$ cat src/rtl/instr_loader_pkg.sv
// Shared CPU package: instruction-entry state encoding, field widths and the
// default debounce length used by both the loader and the core control FSM.
package instr_loader_pkg;

  localparam int DEBOUNCE_CYCLES_DEFAULT = 16;

  localparam int NIB_W    = 4;
  localparam int INSTR_W  = 12;
  localparam int SHADOW_W = 16;

  // Encoding doubles as the nibble index shown on the status LEDs.
  typedef enum logic [1:0] {
    S_OP = 2'd0,
    S_N2 = 2'd1,
    S_N1 = 2'd2,
    S_N0 = 2'd3
  } entry_state_t;

  function automatic entry_state_t next_entry_state(input entry_state_t state);
    case (state)
      S_OP:    return S_N2;
      S_N2:    return S_N1;
      S_N1:    return S_N0;
      default: return S_OP;
    endcase
  endfunction

endpackage

$ cat src/rtl/instr_loader_btn_debounce.sv
// Push-button conditioning: 2-flop synchronizer, stability counter and a
// registered one-cycle pulse on each debounced press.
module btn_debounce
  import instr_loader_pkg::*;
#(
  parameter int DEBOUNCE_CYCLES = DEBOUNCE_CYCLES_DEFAULT,
  parameter int CNT_W           = 5
) (
  input  logic clk,
  input  logic rstn,
  input  logic btn,
  output logic btn_edge
);

  localparam logic [CNT_W-1:0] CNT_LAST = CNT_W'(DEBOUNCE_CYCLES - 1);

  logic [1:0]       sync;
  logic             btn_sync;
  logic             level;
  logic [CNT_W-1:0] cnt;

  assign btn_sync = sync[1];

  // NOTE: every flop here uses non-blocking assignment so all state updates
  // see pre-edge values; blocking would silently collapse the synchronizer.
  always_ff @(posedge clk) begin
    if (!rstn) begin
      sync     <= '0;
      level    <= 1'b0;
      cnt      <= '0;
      btn_edge <= 1'b0;
    end else begin
      sync     <= {sync[0], btn};
      btn_edge <= 1'b0;
      if (btn_sync == level) begin
        cnt <= '0;
      end else if (cnt == CNT_LAST) begin
        // Decision edge: pulse only when the level flips to pressed.
        level    <= btn_sync;
        cnt      <= '0;
        btn_edge <= btn_sync;
      end else begin
        cnt <= cnt + 1'b1;
      end
    end
  end

endmodule

$ cat src/rtl/instr_loader.sv
// Front-panel instruction loader: four debounced presses enter opcode plus
// three operand nibbles, published to the core as one complete instruction.
module instr_loader
  import instr_loader_pkg::*;
#(
  parameter int DEBOUNCE_CYCLES = DEBOUNCE_CYCLES_DEFAULT,
  parameter int CNT_W           = 5
) (
  input  logic               clk,
  input  logic               rstn,
  input  logic [NIB_W-1:0]   sw,
  input  logic               btn,
  input  logic               clr,
  output logic [NIB_W-1:0]   opcode,
  output logic [INSTR_W-1:0] instr,
  output logic               inst_done,
  output logic               btn_edge,
  output logic [1:0]         nib_idx
);

  logic [NIB_W-1:0]    sw_meta;
  logic [NIB_W-1:0]    sw_sync;
  entry_state_t        state;
  logic [SHADOW_W-1:0] shadow;
  logic [SHADOW_W-1:0] shadow_next;

  btn_debounce #(
    .DEBOUNCE_CYCLES(DEBOUNCE_CYCLES),
    .CNT_W          (CNT_W)
  ) u_btn_debounce (
    .clk     (clk),
    .rstn    (rstn),
    .btn     (btn),
    .btn_edge(btn_edge)
  );

  always_ff @(posedge clk) begin
    if (!rstn) begin
      sw_meta <= '0;
      sw_sync <= '0;
    end else begin
      sw_meta <= sw;
      sw_sync <= sw_meta;
    end
  end

  // NOTE: shadow_next is assigned a default before the case so no path leaves
  // it unassigned, which would otherwise infer a latch.
  always_comb begin
    shadow_next = shadow;
    case (state)
      S_OP:    shadow_next[15:12] = sw_sync;
      S_N2:    shadow_next[11:8]  = sw_sync;
      S_N1:    shadow_next[7:4]   = sw_sync;
      default: shadow_next[3:0]   = sw_sync;
    endcase
  end

  always_ff @(posedge clk) begin
    if (!rstn) begin
      state     <= S_OP;
      shadow    <= '0;
      opcode    <= '0;
      instr     <= '0;
      inst_done <= 1'b0;
    end else begin
      inst_done <= 1'b0;
      if (clr) begin
        // Abort wins over a coincident press; published outputs stay intact.
        state  <= S_OP;
        shadow <= '0;
      end else if (btn_edge) begin
        shadow <= shadow_next;
        state  <= next_entry_state(state);
        if (state == S_N0) begin
          opcode    <= shadow_next[15:12];
          instr     <= shadow_next[11:0];
          inst_done <= 1'b1;
        end
      end
    end
  end

  assign nib_idx = state;

endmodule

$ cat config.mk
export PLATFORM = sky130hd
export DESIGN_NAME = instr_loader
export DESIGN_NICKNAME = d
export VERILOG_FILES = /design/src/rtl/instr_loader_pkg.sv /design/src/rtl/instr_loader_btn_debounce.sv /design/src/rtl/instr_loader.sv
export SDC_FILE = /design/constraint.sdc
export NUM_CORES = 1
export LEC_CHECK = 0
export CORE_MARGIN = 2
export CORE_UTILIZATION = 46
export CTS_CLUSTER_SIZE = 14
export DETAILED_ROUTE_END_ITERATION = 10
export PLACE_DENSITY = 0.7
export SYNTH_ARGS = -nofsm -noshare
export SYNTH_HDL_FRONTEND = slang
export SYNTH_SLANG_ARGS = --single-unit
$ cat constraint.sdc
create_clock -name clk -period 1.4 [get_ports clk]
set_input_delay 0.35 -clock clk [delete_from_list [all_inputs] [get_ports clk]]
set_output_delay 0.35 -clock clk [all_outputs]
set_load 0.03 [all_outputs]
Yosys cells after proc, flatten, opt, wreduce, memory -nomap -nowiden
Index checks and enable logic that the tools add are counted.
W data, S select, Z words.
- $add $sub $neg: 1
- multiply operators: 0
- divide/modulo/power cells: 0
- $lt $le $gt $ge: 0
- eq/ne operators: 5
- shift operators: 0
- multiplexer cells: 6
- bitwise logic cells: 5
- reduce and logical (&&, ||, !) cells: 8
- operators by type and width (kind ; count):
    $mux W4 ; 4
    $reduce_or A3 Y1 ; 4
    $pmux W2 S3 ; 1
    $add A5 B1 Y5 const B ; 1
    $eq A5 B4 Y1 const B ; 1
    $not A1 Y1 ; 5
    $eq A2 B2 Y1 const B ; 2
    $reduce_and A3 Y1 ; 1
    $eq A2 B1 Y1 const B ; 1
    $logic_not A2 Y1 ; 1
    $reduce_and A2 Y1 ; 1
    $reduce_or A2 Y1 ; 1
    $eq A1 B1 Y1 ; 1
    $mux W1 ; 1
- register bits after elaboration: 52
- latch bits: 0
- memory bits (writable): 0
- memory bits (read-only): 0
- bits of input ports: 8
- output and inout bits: 20
- logic and storage cells: 36
- memories kept: 0

Longest topological paths before layout
- word-level depth: 3
- gate-level depth with buffers: 6
- mapped depth without buffers: 5

Cells and area by module
Synthesis repeated with hierarchy kept, for this count alone.
- cells, all modules: 196
- area, all modules: 1861.8 µm²
- by module, submodules not included (module ; instances ; cells an instance ; area an instance (µm²) ; sequential area each (µm²)):
    instr_loader ; 1 ; 167 ; 1541.5 ; 780.7
    btn_debounce ; 1 ; 29 ; 320.3 ; 180.2

Worst setup path after synthesis
Ideal clock, no wire load.
- path kind: register to register
- start point: register state[1] (netlist: nib_idx[1])
- end point: register instr[7]
- library setup time: 69 ps
- data arrival time: 1453 ps
- required time: 1331 ps
- setup slack: -122 ps
- stages on the path, launching flop included: 6
- buffers on the path: 1
- period minus slack after synthesis: 1522 ps
- path through: dfxtp_1 ha_1 nand2_1 or2_1 buf_6 o21ai_1
- cells in the longest elaborated chain, start to end: 2
- elaborated cells on any way between the ends: 4
- classes of those cells: eq/ne (2); mux (1); reduce/logical (1)
- RTL lines (what ; RTL line ; text):
    start: declaration ; instr_loader.sv:23 ; entry_state_t state;
    start signal: assignment ; instr_loader.sv:74 ; state <= next_entry_state(state);
    $eq A2 B2 Y1, on equally long branches ; instr_loader.sv:75, instr_loader.sv:51 ;
    $reduce_and A3 Y1 (no line) or $mux W4 (tied branches) ; -- ;
    end signal: assignment ; instr_loader.sv:77 ; instr <= shadow_next[11:0];
    end: declaration ; instr_loader.sv:15 ; output logic [INSTR_W-1:0] instr,
Parallel ways exist; a longest one is shown, timed or not.
A chain may end at the register's enable or synchronous reset.

Worst setup path after layout
- start point: register instr[5]
- end point: output instr[5]
No word-level cell between the ends.

==> report_table.html <==
<table>
<tr><th>Metric</th><th>Value</th></tr>
<tr><th colspan="2">Critical path</th></tr>
<tr><td>Largest delay contributor family on the critical path</td><td>buffers and inverters</td></tr>
<tr><td>Startpoint of the worst-slack reg-to-reg timing path</td><td>u_btn_debounce.cnt[0]$_SDFF_PP0_</td></tr>
<tr><td>Crit path largest cell delay</td><td>about 0.38 ns</td></tr>
<tr><td>Worst setup path start</td><td>instr[5]$_SDFFE_PN0P_</td></tr>
<tr><td>Reg2Reg Depth</td><td>5</td></tr>
<tr><td>Worst-case register-to-register setup slack</td><td>0.10 ns</td></tr>
<tr><td>Crit Path Max Fanout</td><td>2</td></tr>
<tr><td>Reg2Reg Capture Point</td><td>u_btn_debounce.cnt[2]$_SDFF_PP0_</td></tr>
<tr><td>Worst endpoint required time</td><td>1.05 ns</td></tr>
<tr><td>Critical Path Start Type</td><td>register</td></tr>
<tr><td>Start-to-end type of the worst setup path</td><td>reg -&gt; out</td></tr>
<tr><td>Buf/Inv on CP</td><td>1</td></tr>
<tr><td>Sequence of cells on the critical path</td><td>clkdlybuf4s15_1</td></tr>
<tr><td>Crit path capture type</td><td>primary output</td></tr>
<tr><td>Worst Path Arrival</td><td>roughly 1.0 ns</td></tr>
<tr><td>CP max-delay cell</td><td>sky130_fd_sc_hd__clkdlybuf4s15_1</td></tr>
<tr><th colspan="2">GRT</th></tr>
<tr><td>Global-route wire length before repair</td><td>just over 6000 um</td></tr>
<tr><td>Via count of the first global-routing pass</td><td>1,402</td></tr>
<tr><td>Maximum number of pins on one net before global-route repair</td><td>21</td></tr>
<tr><td>Total global-route track usage</td><td>a little under a fifth</td></tr>
<tr><td>Leftover overflow at the end of global routing</td><td>0</td></tr>
<tr><td>Number of antenna violations at the first check in global routing</td><td>0</td></tr>
<tr><th colspan="2">Clock network</th></tr>
<tr><td>Clock transition at the register clock pins on the worst setup and hold paths after CTS</td><td>0.08 ns</td></tr>
<tr><td>Longest Clk Path Bufs</td><td>2</td></tr>
<tr><td>Number of setup buffers added after CTS</td><td>0</td></tr>
<tr><td>Number of levels the H-tree was split into</td><td>2</td></tr>
<tr><td>Sinks on Clock Net</td><td>48</td></tr>
<tr><td>CTS tree</td><td>yes</td></tr>
<tr><td>Worst skew pair latency</td><td>0.29 ns</td></tr>
<tr><td>Total CTS buffers</td><td>5</td></tr>
<tr><td>Total of hold buffers inserted after clock tree synthesis</td><td>0</td></tr>
<tr><td>CTS Root Buffer Type</td><td>sky130_fd_sc_hd__clkbuf_8</td></tr>
<tr><th colspan="2">STA</th></tr>
<tr><td>Period Utilization, post-route</td><td>97.2%</td></tr>
<tr><td>Slew Limit Headroom</td><td>roughly four fifths</td></tr>
<tr><td>Max-slew violation count</td><td>0</td></tr>
<tr><td>Top achievable clock speed</td><td>0.735 GHz</td></tr>
<tr><td>Setup skew after layout</td><td>0.00611 ns</td></tr>
<tr><td>Worst Setup Slack, final</td><td>0.0396 ns</td></tr>
<tr><td>RSZ-0062 raised after global routing</td><td>no</td></tr>
<tr><td>Final hold viol count</td><td>0</td></tr>
<tr><td>Finish-stage setup viols</td><td>0</td></tr>
<tr><td>Worst-Margin Slew</td><td>between 0.3 and 0.4 ns</td></tr>
<tr><td>Minimum clock period</td><td>approximately 1.4 ns</td></tr>
<tr><td>Setup TNS Final</td><td>0 ns</td></tr>
<tr><th colspan="2">Logic synthesis</th></tr>
<tr><td>Syn Inst Count</td><td>197</td></tr>
<tr><td>Post-Syn Area</td><td>1840 um^2</td></tr>
<tr><td>Synthesized netlist net count</td><td>211</td></tr>
<tr><td>Share of the synthesized area in the top cell type</td><td>~52%</td></tr>
<tr><td>Fraction of the yosys area taken by sequential cells</td><td>52.2%</td></tr>
<tr><td>Count of distinct cell types in the synthesized netlist</td><td>24</td></tr>
<tr><td>Mean area per synthesized cell</td><td>9.35 um^2</td></tr>
<tr><td>Synth warnings</td><td>0</td></tr>
<tr><td>Synth Register Bits</td><td>48</td></tr>
<tr><td>Synth top area cells</td><td>sky130_fd_sc_hd__dfxtp_1 (52%), sky130_fd_sc_hd__mux2i_1 (7.6%), sky130_fd_sc_hd__o211ai_1 (5.3%)</td></tr>
<tr><td>Area leader, netlist</td><td>sky130_fd_sc_hd__dfxtp_1</td></tr>
<tr><th colspan="2">Pwr</th></tr>
<tr><td>Total power consumption of the routed design</td><td>roughly 2.5 mW</td></tr>
<tr><td>Share of total power in sequential cells</td><td>55.7%</td></tr>
<tr><td>Switching power</td><td>around 0.50 mW</td></tr>
<tr><td>Net switching share of the total power</td><td>19.9%</td></tr>
<tr><td>Internal Dissipation</td><td>2.00 mW</td></tr>
<tr><td>IR Drop Worst-Case VDD</td><td>0.860 mV</td></tr>
<tr><td>Clock share of power</td><td>between 40% and 50%</td></tr>
<tr><td>Combinational fraction of design power</td><td>under 10%</td></tr>
<tr><td>Power per Cell Area</td><td>approximately 1100 nW/um^2</td></tr>
<tr><td>Leakage component of the power</td><td>0.844 nW</td></tr>
<tr><th colspan="2">Placed design</th></tr>
<tr><td>Detailed placement HPWL</td><td>2660 um</td></tr>
<tr><td>Final estimated routing congestion in global placement</td><td>0.849</td></tr>
<tr><td>Worst slack, placed</td><td>-0.382 ns</td></tr>
<tr><td>Quantity of I/O buffers inserted on ports</td><td>27</td></tr>
<tr><th colspan="2">Die</th></tr>
<tr><td>Die area</td><td>~4500 um^2</td></tr>
<tr><td>Die Y</td><td>a little under 70 um</td></tr>
<tr><td>Effective utilization at floorplan</td><td>49.2%</td></tr>
<tr><td>Row cnt</td><td>22</td></tr>
<tr><td>Width of the chip</td><td>67.3 um</td></tr>
<tr><td>CORE AREA</td><td>3740 um^2</td></tr>
<tr><td>Ports</td><td>28</td></tr>
<tr><th colspan="2">Drt</th></tr>
<tr><td>Antenna violation net count after detailed routing</td><td>0</td></tr>
<tr><td>DRT Pass-1 Iters</td><td>4</td></tr>
<tr><td>DRT iter0 DRCs</td><td>69</td></tr>
<tr><td>Number of vias in the routed layout</td><td>roughly 1,400</td></tr>
<tr><td>Residual DRC count</td><td>0</td></tr>
<tr><td>Post-detailed-route wirelength per cell</td><td>around 14 um</td></tr>
<tr><td>Number of vias per cell</td><td>5.25</td></tr>
<tr><td>Post-detailed-routing wire length</td><td>3710 um</td></tr>
<tr><th colspan="2">Layout</th></tr>
<tr><td>Most frequent cells in the layout</td><td>sky130_fd_sc_hd__dfxtp_1 (43), sky130_fd_sc_hd__nand2_1 (20), sky130_fd_sc_hd__nand3_1 (17), sky130_fd_sc_hd__mux2i_1 (14)</td></tr>
<tr><td>Synthesis-to-finish area growth</td><td>24.5%</td></tr>
<tr><td>Leading cell type in the layout, fill and taps excluded</td><td>sky130_fd_sc_hd__dfxtp_1</td></tr>
<tr><td>Number of diodes</td><td>0</td></tr>
<tr><td>Total Nets Final</td><td>around 240</td></tr>
<tr><td>Share of layout cells above drive strength 1</td><td>between 10% and 20%</td></tr>
<tr><td>Filler cells</td><td>approximately 350</td></tr>
<tr><th colspan="2">Min path</th></tr>
<tr><td>Capture endpoint of the worst hold path</td><td>sw_sync[3]$_SDFF_PN0_</td></tr>
<tr><td>Hold/Removal Path Class</td><td>reg -&gt; reg</td></tr>
<tr><td>Hold Path Depth</td><td>1</td></tr>
<tr><td>Min-Delay Startpoint</td><td>sw_meta[3]$_SDFF_PN0_</td></tr>
<tr><th colspan="2">Outcome</th></tr>
<tr><td>Outcome</td><td>completed</td></tr>
<tr><th colspan="2">Run</th></tr>
<tr><td>Max-cap violations</td><td>0</td></tr>
</table>
[final cells by class]
type                            count  area (um^2)  area share (%)
Clock inverter                      2         38.8            1.69
Clock buffer                        6         82.6            3.60
Multi-Input combinational cell    126          813            35.5
Inverter                            6         22.5           0.983
Tap cell                           48         60.1            2.62
Timing Repair Buffer               37          308            13.4
Sequential cell                    48          967            42.2
[state kept, by name, summed over array words and instances (netlist names)]
name                     flops
sw_meta                      4
shadow                      12
u_btn_debounce.level         1
inst_done                    1
u_btn_debounce.sync          2
instr                       12
sw_sync                      4
opcode                       4
u_btn_debounce.btn_edge      1
nib_idx                      2
u_btn_debounce.cnt           5
[Yosys cell counts]
| library cell | number |
|---|---|
| sky130_fd_sc_hd__o21ai_0 | 7 |
| sky130_fd_sc_hd__ha_1 | 6 |
| sky130_fd_sc_hd__xor2_1 | 2 |
| sky130_fd_sc_hd__nor2b_1 | 1 |
| sky130_fd_sc_hd__clkbuf_1 | 10 |
| sky130_fd_sc_hd__and4b_1 | 1 |
| sky130_fd_sc_hd__nand2b_1 | 2 |
| sky130_fd_sc_hd__dfxtp_1 | 48 |
| sky130_fd_sc_hd__inv_1 | 6 |
| sky130_fd_sc_hd__a21oi_1 | 13 |
| sky130_fd_sc_hd__nor2_1 | 6 |
| sky130_fd_sc_hd__xnor2_1 | 1 |
| sky130_fd_sc_hd__o211ai_1 | 13 |
| sky130_fd_sc_hd__nand3_1 | 17 |
| sky130_fd_sc_hd__nand3b_1 | 2 |
| sky130_fd_sc_hd__buf_2 | 1 |
| sky130_fd_sc_hd__o21ai_1 | 9 |
| sky130_fd_sc_hd__and2_1 | 10 |
| sky130_fd_sc_hd__and3_1 | 1 |
| sky130_fd_sc_hd__buf_1 | 5 |
| sky130_fd_sc_hd__mux2i_1 | 14 |
| sky130_fd_sc_hd__buf_6 | 1 |
| sky130_fd_sc_hd__or2_1 | 1 |
| sky130_fd_sc_hd__nand2_1 | 20 |
[repair_timing]
item / 4_1_cts / 5_1_grt
pin swaps: 1 / 2
gates cloned: 1 / 0
resized for setup: 18 / 29
endpoints found under the setup margin: 31 / 30
[worst max path at each step]
stage,end,slack (ns),cells past startpoint
3_5_place_dp,instr[6]$_SDFFE_PN0P_,-0.38,5
2_1_floorplan,instr[7]$_SDFFE_PN0P_,0.02,5
5_1_grt,instr[2],0.003,1
3_3_place_gp,instr[6]$_SDFFE_PN0P_,-0.31,5
4_1_cts,instr[7],0.002,1
6_report,instr[5],0.04,1
[logic make-up (layout without fill, tap and decap cells)]
| logic type | after synthesis | in the layout | synth area share [%] |
|---|---|---|---|
| AO/OA/AOI/OAI | 42 | 42 | 13.2 |
| XOR/XNOR | 3 | 3 | 1.43 |
| adder cells (fa/ha/maj) | 6 | 6 | 4.08 |
| buffers and inverters | 23 | 51 | 5.16 |
| flip-flops | 48 | 48 | 52.2 |
| multiplexers | 14 | 14 | 7.61 |
| AND/OR/NAND/NOR | 61 | 61 | 16.4 |
[worst register-to-register path, cell delays in order, from the launching register on]
cell and delay (ns):
sky130_fd_sc_hd__dfxtp_2 0.35, sky130_fd_sc_hd__ha_4 0.16, sky130_fd_sc_hd__and3_4 0.17, sky130_fd_sc_hd__ha_2 0.19, sky130_fd_sc_hd__nand3b_1 0.24, sky130_fd_sc_hd__nor2_1 0.14
[per-stage QoR]
stage	utilization, %	std cells	cell area (um^2)	hold WS, ns
2_1_floorplan	-	197	1840	0.412
6_report	61.2	273	2290	0.439
4_1_cts	61.1	273	2290	0.441
3_3_place_gp	57.9	264	2170	0.413
5_1_grt	61.2	273	2290	0.463
3_5_place_dp	57.9	264	2170	0.420
[power by group through the flow]
stage               logic, mW  registers [mW]  clock network [mW]
floorplan              0.0424            1.41                   0
global placement       0.0740            1.42                   0
detailed placement     0.0760            1.42                   0
CTS                    0.0767            1.39                1.06
global route           0.0847            1.40                1.11
finish                 0.0768            1.39                1.03
[layer usage]
layer  vias up  GRT usage (%)  routed length, um
li1        724              -                  -
met1       654           23.3               1750
met2        52           30.3               1730
met3         4           5.50                212
met4         0           4.59                 24
met5         -              0                  0
No activity file was read; power rests on OpenSTA's default activity.
